--- src/rtl/control_sequencer.sv ---
// control_sequencer: hardwired fetch/decode/execute control for the bus datapath.
// Strobes decode combinationally from state and opcode; one instruction at a time.
module control_sequencer (
   input  logic        clock,
   input  logic        clear,
   input  logic [31:0] IR,
   input  logic        CON_output,
   input  logic        stop,
   output logic        PCout,
   output logic        ZLowout,
   output logic        ZHighout,
   output logic        MDRout,
   output logic        HIout,
   output logic        LOout,
   output logic        Cout,
   output logic        InPortout,
   output logic        MAR_enable,
   output logic        MDR_enable,
   output logic        IR_enable,
   output logic        Y_enable,
   output logic        Z_low_enable,
   output logic        Z_high_enable,
   output logic        PC_enable,
   output logic        HI_enable,
   output logic        LO_enable,
   output logic        OutPort_enable,
   output logic        IncPC,
   output logic        Read,
   output logic        Write,
   output logic        CON_in,
   output logic        GRA,
   output logic        GRB,
   output logic        GRC,
   output logic        Rin,
   output logic        Rout,
   output logic        BAout,
   output logic [4:0]  operation,
   output logic        run
);

   localparam logic [4:0] OP_ADD = 5'b00011;
   localparam int FETCH_CYCLES = 3;

   typedef enum logic [3:0] {
      S_T0, S_T1, S_T2, S_T3, S_T4, S_T5, S_T6, S_T7, S_HALT
   } state_t;

   localparam state_t S_DECODE = state_t'(FETCH_CYCLES - 1);

   state_t     state;
   state_t     last;
   logic       active;
   logic [4:0] opc;
   logic       unused_ir;

   logic c_alu, c_imm, c_una, c_md, c_ldi, c_ld, c_st, c_addr;
   logic c_br, c_jr, c_jal, c_in, c_out, c_mfhi, c_mflo, c_halt;

   assign opc       = IR[31:27];
   assign unused_ir = ^IR[26:0];

   assign c_ld   = (opc == 5'd0);
   assign c_ldi  = (opc == 5'd1);
   assign c_st   = (opc == 5'd2);
   assign c_alu  = (opc >= 5'd3) && (opc <= 5'd11);
   assign c_imm  = (opc >= 5'd12) && (opc <= 5'd14);
   assign c_md   = (opc == 5'd15) || (opc == 5'd16);
   assign c_una  = (opc == 5'd17) || (opc == 5'd18);
   assign c_br   = (opc == 5'd19);
   assign c_jr   = (opc == 5'd20);
   assign c_jal  = (opc == 5'd21);
   assign c_in   = (opc == 5'd22);
   assign c_out  = (opc == 5'd23);
   assign c_mfhi = (opc == 5'd24);
   assign c_mflo = (opc == 5'd25);
   assign c_halt = (opc == 5'd27);
   // ld/st/ldi share the base+offset address computation in T3-T5
   assign c_addr = c_ld | c_st | c_ldi;

   always_comb begin
      last = S_T2;
      unique case (1'b1)
         c_alu, c_imm, c_ldi:               last = S_T5;
         c_ld, c_st:                        last = S_T7;
         c_br, c_md:                        last = S_T6;
         c_una, c_jal:                      last = S_T4;
         c_jr, c_in, c_out, c_mfhi, c_mflo: last = S_T3;
         default:                           last = S_T2;
      endcase
   end

   always_ff @(posedge clock) begin
      if (!clear) begin
         state  <= S_T0;
         active <= 1'b0;
      end else begin
         active <= 1'b1;
         if (active) begin
            unique case (state)
               S_T0:     if (!stop) state <= S_T1;
               S_HALT:   state <= S_HALT;
               S_DECODE: begin
                  if (c_halt)
                     state <= S_HALT;
                  else if (last == S_T2)
                     state <= S_T0;
                  else
                     state <= S_T3;
               end
               default: begin
                  if (state == last)
                     state <= S_T0;
                  else
                     state <= state_t'(state + 4'd1);
               end
            endcase
         end
      end
   end

   assign run = active && (state != S_HALT);

   always_comb begin
      {PCout, ZLowout, ZHighout, MDRout, HIout, LOout, Cout, InPortout} = '0;
      {MAR_enable, MDR_enable, IR_enable, Y_enable, Z_low_enable} = '0;
      {Z_high_enable, PC_enable, HI_enable, LO_enable, OutPort_enable} = '0;
      {IncPC, Read, Write, CON_in} = '0;
      {GRA, GRB, GRC, Rin, Rout, BAout} = '0;
      operation = '0;
      if (active) begin
         unique case (state)
            S_T0: if (!stop) begin
               PCout = 1'b1; MAR_enable = 1'b1; IncPC = 1'b1;
            end
            S_T1: begin
               Read = 1'b1; MDR_enable = 1'b1;
            end
            S_T2: begin
               MDRout = 1'b1; IR_enable = 1'b1;
            end
            S_T3: unique case (1'b1)
               c_alu, c_imm: begin GRB = 1'b1; Rout = 1'b1; Y_enable = 1'b1; end
               c_addr: begin GRB = 1'b1; BAout = 1'b1; Y_enable = 1'b1; end
               c_una: begin
                  GRB = 1'b1; Rout = 1'b1; Z_low_enable = 1'b1; operation = opc;
               end
               c_md:   begin GRA = 1'b1; Rout = 1'b1; Y_enable = 1'b1; end
               c_br:   begin GRA = 1'b1; Rout = 1'b1; CON_in = 1'b1; end
               c_jr:   begin GRA = 1'b1; Rout = 1'b1; PC_enable = 1'b1; end
               c_jal:  begin PCout = 1'b1; GRB = 1'b1; Rin = 1'b1; end
               c_in:   begin InPortout = 1'b1; GRA = 1'b1; Rin = 1'b1; end
               c_out:  begin GRA = 1'b1; Rout = 1'b1; OutPort_enable = 1'b1; end
               c_mfhi: begin HIout = 1'b1; GRA = 1'b1; Rin = 1'b1; end
               c_mflo: begin LOout = 1'b1; GRA = 1'b1; Rin = 1'b1; end
               default: ;
            endcase
            S_T4: unique case (1'b1)
               c_alu: begin
                  GRC = 1'b1; Rout = 1'b1; Z_low_enable = 1'b1; operation = opc;
               end
               c_imm: begin Cout = 1'b1; Z_low_enable = 1'b1; operation = opc; end
               c_addr: begin Cout = 1'b1; Z_low_enable = 1'b1; operation = OP_ADD; end
               c_una: begin ZLowout = 1'b1; GRA = 1'b1; Rin = 1'b1; end
               c_md: begin
                  GRB = 1'b1; Rout = 1'b1; operation = opc;
                  Z_low_enable = 1'b1; Z_high_enable = 1'b1;
               end
               c_br:  begin PCout = 1'b1; Y_enable = 1'b1; end
               c_jal: begin GRA = 1'b1; Rout = 1'b1; PC_enable = 1'b1; end
               default: ;
            endcase
            S_T5: unique case (1'b1)
               c_alu, c_imm, c_ldi: begin ZLowout = 1'b1; GRA = 1'b1; Rin = 1'b1; end
               c_ld, c_st: begin ZLowout = 1'b1; MAR_enable = 1'b1; end
               c_md: begin ZLowout = 1'b1; LO_enable = 1'b1; end
               c_br: begin Cout = 1'b1; Z_low_enable = 1'b1; operation = OP_ADD; end
               default: ;
            endcase
            S_T6: unique case (1'b1)
               c_ld: begin Read = 1'b1; MDR_enable = 1'b1; end
               c_st: begin GRA = 1'b1; Rout = 1'b1; MDR_enable = 1'b1; end
               c_md: begin ZHighout = 1'b1; HI_enable = 1'b1; end
               c_br: begin ZLowout = 1'b1; PC_enable = CON_output; end
               default: ;
            endcase
            S_T7: unique case (1'b1)
               c_ld: begin MDRout = 1'b1; GRA = 1'b1; Rin = 1'b1; end
               c_st: Write = 1'b1;
               default: ;
            endcase
            default: ;
         endcase
      end
   end

endmodule

--- config.mk ---
export PLATFORM = sky130hd
export DESIGN_NAME = control_sequencer
export DESIGN_NICKNAME = d
export VERILOG_FILES = /design/src/rtl/control_sequencer.sv
export SDC_FILE = /design/constraint.sdc
export NUM_CORES = 1
export LEC_CHECK = 0
export CAP_MARGIN = 40
export CORE_UTILIZATION = 39
export DETAILED_ROUTE_END_ITERATION = 16
export HOLD_SLACK_MARGIN = 0.1
export PLACE_DENSITY_LB_ADDON = 0.12
export SYNTH_ARGS = -nofsm -noshare
export SYNTH_HDL_FRONTEND = slang
export SYNTH_SLANG_ARGS = --single-unit
--- constraint.sdc ---
create_clock -name clock -period 3.5 [get_ports clock]
set_clock_uncertainty 0.05 [all_clocks]
set_input_delay 0.875 -clock clock [delete_from_list [all_inputs] [get_ports clock]]
set_output_delay 0.875 -clock clock [all_outputs]
set_load 0.01 [all_outputs]
### After elaboration in Yosys (flattened, before gate mapping)

Index checks and enable logic that the tools add are counted.
W data, S select, Z words.

* register bits after elaboration: 5
* logic and storage cells: 149
* input bits: 36
* output and inout port bits: 34

* $lt $le $gt $ge: 4
* equality and inequality tests: 26
* $add $sub $neg: 1
* reductions and logical operators: 22
* bitwise logic cells: 2
* multiplexer cells: 92

Operators with widths (count)
* $mux W1: 67
* $eq A5 B5 Y1 const B: 11
* $eq A4 B3 Y1 const B: 4
* $pmux W1 S3: 5
* $pmux W3 S5: 1
* $pmux W5 S3: 1
* $pmux W1 S2: 7
* $reduce_or A7 Y1: 2
* $eq A4 B2 Y1 const B: 3
* $mux W4: 3
* $pmux W4 S3: 1
* $le A5 B4 Y1 const B: 2
* $mux W5: 2
* $pmux W5 S2: 1
* $reduce_or A5 Y1: 2
* $reduce_or A3 Y1: 3
* $reduce_or A2 Y1: 4
* $reduce_or A4 Y1: 2
* $reduce_or A6 Y1: 1
* $eq A5 B1 Y1 const B: 1
* $eq A5 B2 Y1 const B: 1
* $eq A5 B4 Y1 const B: 1
* $ge A5 B2 Y1 const B: 1
* $ge A5 B4 Y1 const B: 1
* other kinds (15): 20

### Longest topological paths before layout

* word-level depth: 8
* gate-level depth with buffers: 9
* mapped depth without buffers: 8

### Least setup slack after synthesis

No wires, ideal clock.

* path type: input-to-output
* from: input IR[28]
* to: output Rin
* stages on the path: 8
* path buffers: 2
* slack: 0.207 ns
* required time: 2.575 ns
* data arrival time: 2.368 ns
* cell sequence: buf_2 and2_1 clkbuf_1 nand3_1 or4b_2 nand2_1 a31oi_1 a21oi_1

* word-level cells in the longest chain between the ends: 6
* elaborated cells on any way between the ends: 23
* those cells by class: order compare: 4; eq/ne: 7; mux: 6; reduce/logical: 6

Ends and longest elaborated chain
* start, declared: line 6 `input logic [31:0] IR,`
* $ge A5 B2 Y1, or another cell as far along: line 65 `assign c_alu = (opc >= 5'd3) && (opc <= 5'd11);`
* $logic_and A1 B1 Y1, on equally long branches: line 65, 66
* $reduce_or A3 Y1
* $mux W1: line 172 `S_T5: unique case (1'b1)`
* $pmux W1 S4 *: line 131 `unique case (state)`
* $mux W1 *: line 130 `if (active) begin`
* end, declared: line 34 `output logic Rin,`

Every way passes the cells marked *; elsewhere a longest branch is shown, timed or not.

### Worst setup path after layout

* from: input IR[27]
* to: output Rout

* word-level cells in the longest chain between the ends: 6
* elaborated cells on any way between the ends: 24
* those cells by class: order compare: 4; eq/ne: 9; mux: 5; reduce/logical: 6

Ends and longest elaborated chain
* $ge A5 B2 Y1, or another cell as far along: line 65
* $logic_and A1 B1 Y1, or another cell as far along: line 65
* $reduce_or A7 Y1 (no source line) or $reduce_or A3 Y1 (tied branches)
* $mux W1, on equally long branches: line 141, 157
* $pmux W1 S3 *: line 131
* $mux W1 *: line 130
* end, declared: line 35 `output logic Rout,`

Marked as above.

==> flow_metrics.env <==
export IMPL_timing_rr_start="state[0]"
export IMPL_clkTransAtPathRegs_ps=50
export IMPL_synth_area_leader_cell="a21oi_1"
export IMPL_grt_use_total_pct=29.2
export IMPL_core_sq_mm=0.00305
export IMPL_slowest_stage="or3_4"
export IMPL_clock_path_buffers=2
export IMPL_slew_viol_final=0
export IMPL_required_ps=2570
export IMPL_routed_wl_um=5070
export IMPL_synth_area_top_cells="a21oi_1, dfxtp_1, nor2_1, nand2_1, o21ai_0"
export IMPL_antenna_found_initial=0
export IMPL_async_flop_share_pct=0
export IMPL_worst_pin_slew_ps=438
export IMPL_drv_cap=0
export IMPL_reg2reg_depth=7
export IMPL_grt_first_pass_wirelength_um=7930
export IMPL_period_needed_ps=3400
export IMPL_avgSynthCellArea_sq_um=6.03
export IMPL_critPathMaxStageDelay_ps=410
export IMPL_mostFrequentLayoutCells="buf_4, nor2_1, dlygate4sd2_1"
export IMPL_min_path_cells=2
export IMPL_postRouteAntennaNets=0
export IMPL_status="finished clean"
export IMPL_synthFlopType="dfxtp_1"
export IMPL_drt_first_pass_iters=6
export IMPL_n_antenna_cell=0
export IMPL_max_vdd_ir_drop_mv=0.246
export IMPL_grt_max_degree=15
export IMPL_path_class="in2out"
export IMPL_fin_crit_sh_pct=97.0
export IMPL_drc=0
export IMPL_fin_setup_tns_ps=0
export IMPL_hold_path_end="state[1]"
export IMPL_hp_start="state[1]"
export IMPL_rsz0062_at_grt="false"
export IMPL_routed_via_density=5.83
export IMPL_synth_nets=247
export IMPL_rows=20
export IMPL_drive_gt1_share_pct=30.2
export IMPL_die_area_sq_mm=0.00343
export IMPL_fp_dieW_um=58.6
export IMPL_slew_headroom_pct=70.8
export IMPL_cts_tree="built"
export IMPL_netlist_instances=207
export IMPL_overflow=0
export IMPL_layout_commonest_cell="buf_4"
export IMPL_static_leakage_power_nw=0.940
export IMPL_reg2reg_slack_ps=1600
export IMPL_die_y_um=58.6
export IMPL_cp_arrival_ps=2470
export IMPL_synth_top_area_share_pct=8.02
export IMPL_initial_core_util_pct=40.9
export IMPL_numPortBuffers=42
export IMPL_htreeDepth=1
export IMPL_gp_congestion=0.893
export IMPL_ys_ff_latch=5
export IMPL_crit_chain="dlygate4sd2_1, buf_4, nand2_1, or3_4, o21ai_4, a211oi_1, nor2_1, clkdlybuf4s15_2"
export IMPL_num_io_pins=70
export IMPL_num_vias=1895
export IMPL_hold_class="reg2reg"
export IMPL_crit_path_start_kind="input port"
export IMPL_synth_enable_flop_cells=0
export IMPL_r2r_end="state[3]"
export IMPL_dp_hpwl_um=3750
export IMPL_ys_seq_area_share_pct=8.02
export IMPL_cellPowerDensity_mw_per_mm2=173
export IMPL_drt_initial_drc_count=93
export IMPL_pre_cts_slack_ps=-534
export IMPL_crit_path_max_fanout=14
export IMPL_ys_types=47
export IMPL_syn_to_final_growth_pct=69.3
export IMPL_setup_slack_ps=104
export IMPL_endpoint_kind="primary output"
export IMPL_num_nets_final=322
export IMPL_root_buffer="clkbuf_4"
export IMPL_wl_per_cell_um=15.6
export IMPL_yosysWarnings=0
export IMPL_clock_fmax_ghz=0.294
export IMPL_grt_pass1_vias=1722
export IMPL_clkLatencyLatePin_ps=240
export IMPL_cts_sinks=5
export IMPL_setup_violations=0
export IMPL_hold_viol_final=0
export IMPL_numCtsBuffers=3
export IMPL_syn_cell_area_sq_mm=0.00125
[how the worst max path moves through the flow]
stage / startpoint / end / slack, ps / cells past startpoint
after floorplan: IR[28] / Rin / 210 / 8
after global placement: IR[30] / Rin / -560 / 9
after detailed placement: IR[27] / Rin / -530 / 8
after CTS: IR[28] / GRA / -140 / 8
after global routing: IR[27] / GRA / 40 / 9
final: IR[27] / Rout / 100 / 8
[report_power, final]
| group | switching [mW] | internal (mW) | total (mW) |
|---|---|---|---|
| combinational | 0.128 | 0.101 | 0.228 |
| clock | 0.0232 | 0.0431 | 0.0663 |
| sequential | 0.00744 | 0.0629 | 0.0703 |
[Yosys cell counts, drive strengths merged, types with 5 or more instances]
library cell  count
nor2             26
clkbuf           10
nor3              9
o31ai             5
nand3             9
buf              11
inv               5
nor2b             7
a31oi             7
a21oi            20
o21ai            13
nand2            24
dfxtp             5
and2              6
[worst max-delay path, delay by kind of cell]
family | cells | cell delay [ps]
buf+inv | 3 | 790
simple gates | 3 | 660
compound gates | 2 | 140
[cell families (layout without fill, tap and decap cells)]
| kind of cell | Yosys count | in the layout | share of synthesized area (%) |
|---|---|---|---|
| mux | 1 | 1 | 0.802 |
| buf+inv | 26 | 100 | 10.0 |
| flops | 5 | 5 | 8.02 |
| xor+xnor | 1 | 1 | 0.702 |
| fa+ha+maj | 4 | 4 | 4.01 |
| compound gates | 69 | 69 | 36.5 |
| simple gates | 101 | 101 | 39.9 |
[metrics by stage]
| step | utilization (%) | cells | instance area (sq um) | hold WS, ps | power, mW |
|---|---|---|---|---|---|
| 6_report | 69.2 | 325 | 2110 | 562 | 0.365 |
| 3_3_place_gp | 64.3 | 318 | 1960 | 534 | 0.278 |
| 2_1_floorplan | - | 207 | 1250 | 500 | 0.192 |
| 3_5_place_dp | 64.3 | 318 | 1960 | 545 | 0.284 |
| 5_1_grt | 69.2 | 325 | 2110 | 601 | 0.391 |
| 4_1_cts | 67.9 | 325 | 2070 | 552 | 0.359 |
[layout make-up]
type	instances	area, sq um
Multi-Input combinational cell	176	1140
Inverter	5	18.8
Tap cell	44	55.1
Timing Repair Buffer	91	769
Clock buffer	4	26.3
Sequential cell	5	100
Fill cell	273	941
[state kept, by name (all words and copies together) (netlist names)]
| name | flops |
|---|---|
| state | 4 |
| active | 1 |
[what timing repair did]
action	CTS	global route
pin swaps	2	8
gates resized for setup	72	18
hold buffers	0	0
setup endpoints to repair	30	23
buffers inserted	3	0
cloned	0	0
[metal layers]
| metal | vias up | share of wire (%) | track usage (%) |
|---|---|---|---|
| li1 | 907 | - | - |
| met4 | 0 | 1.2 | 5.10 |
| met3 | 6 | 9.0 | 4.84 |
| met5 | - | 0 | 0 |
| met1 | 871 | 42 | 40.3 |
| met2 | 111 | 47 | 48.4 |
Note: power is estimated with default switching activity, not from simulation.
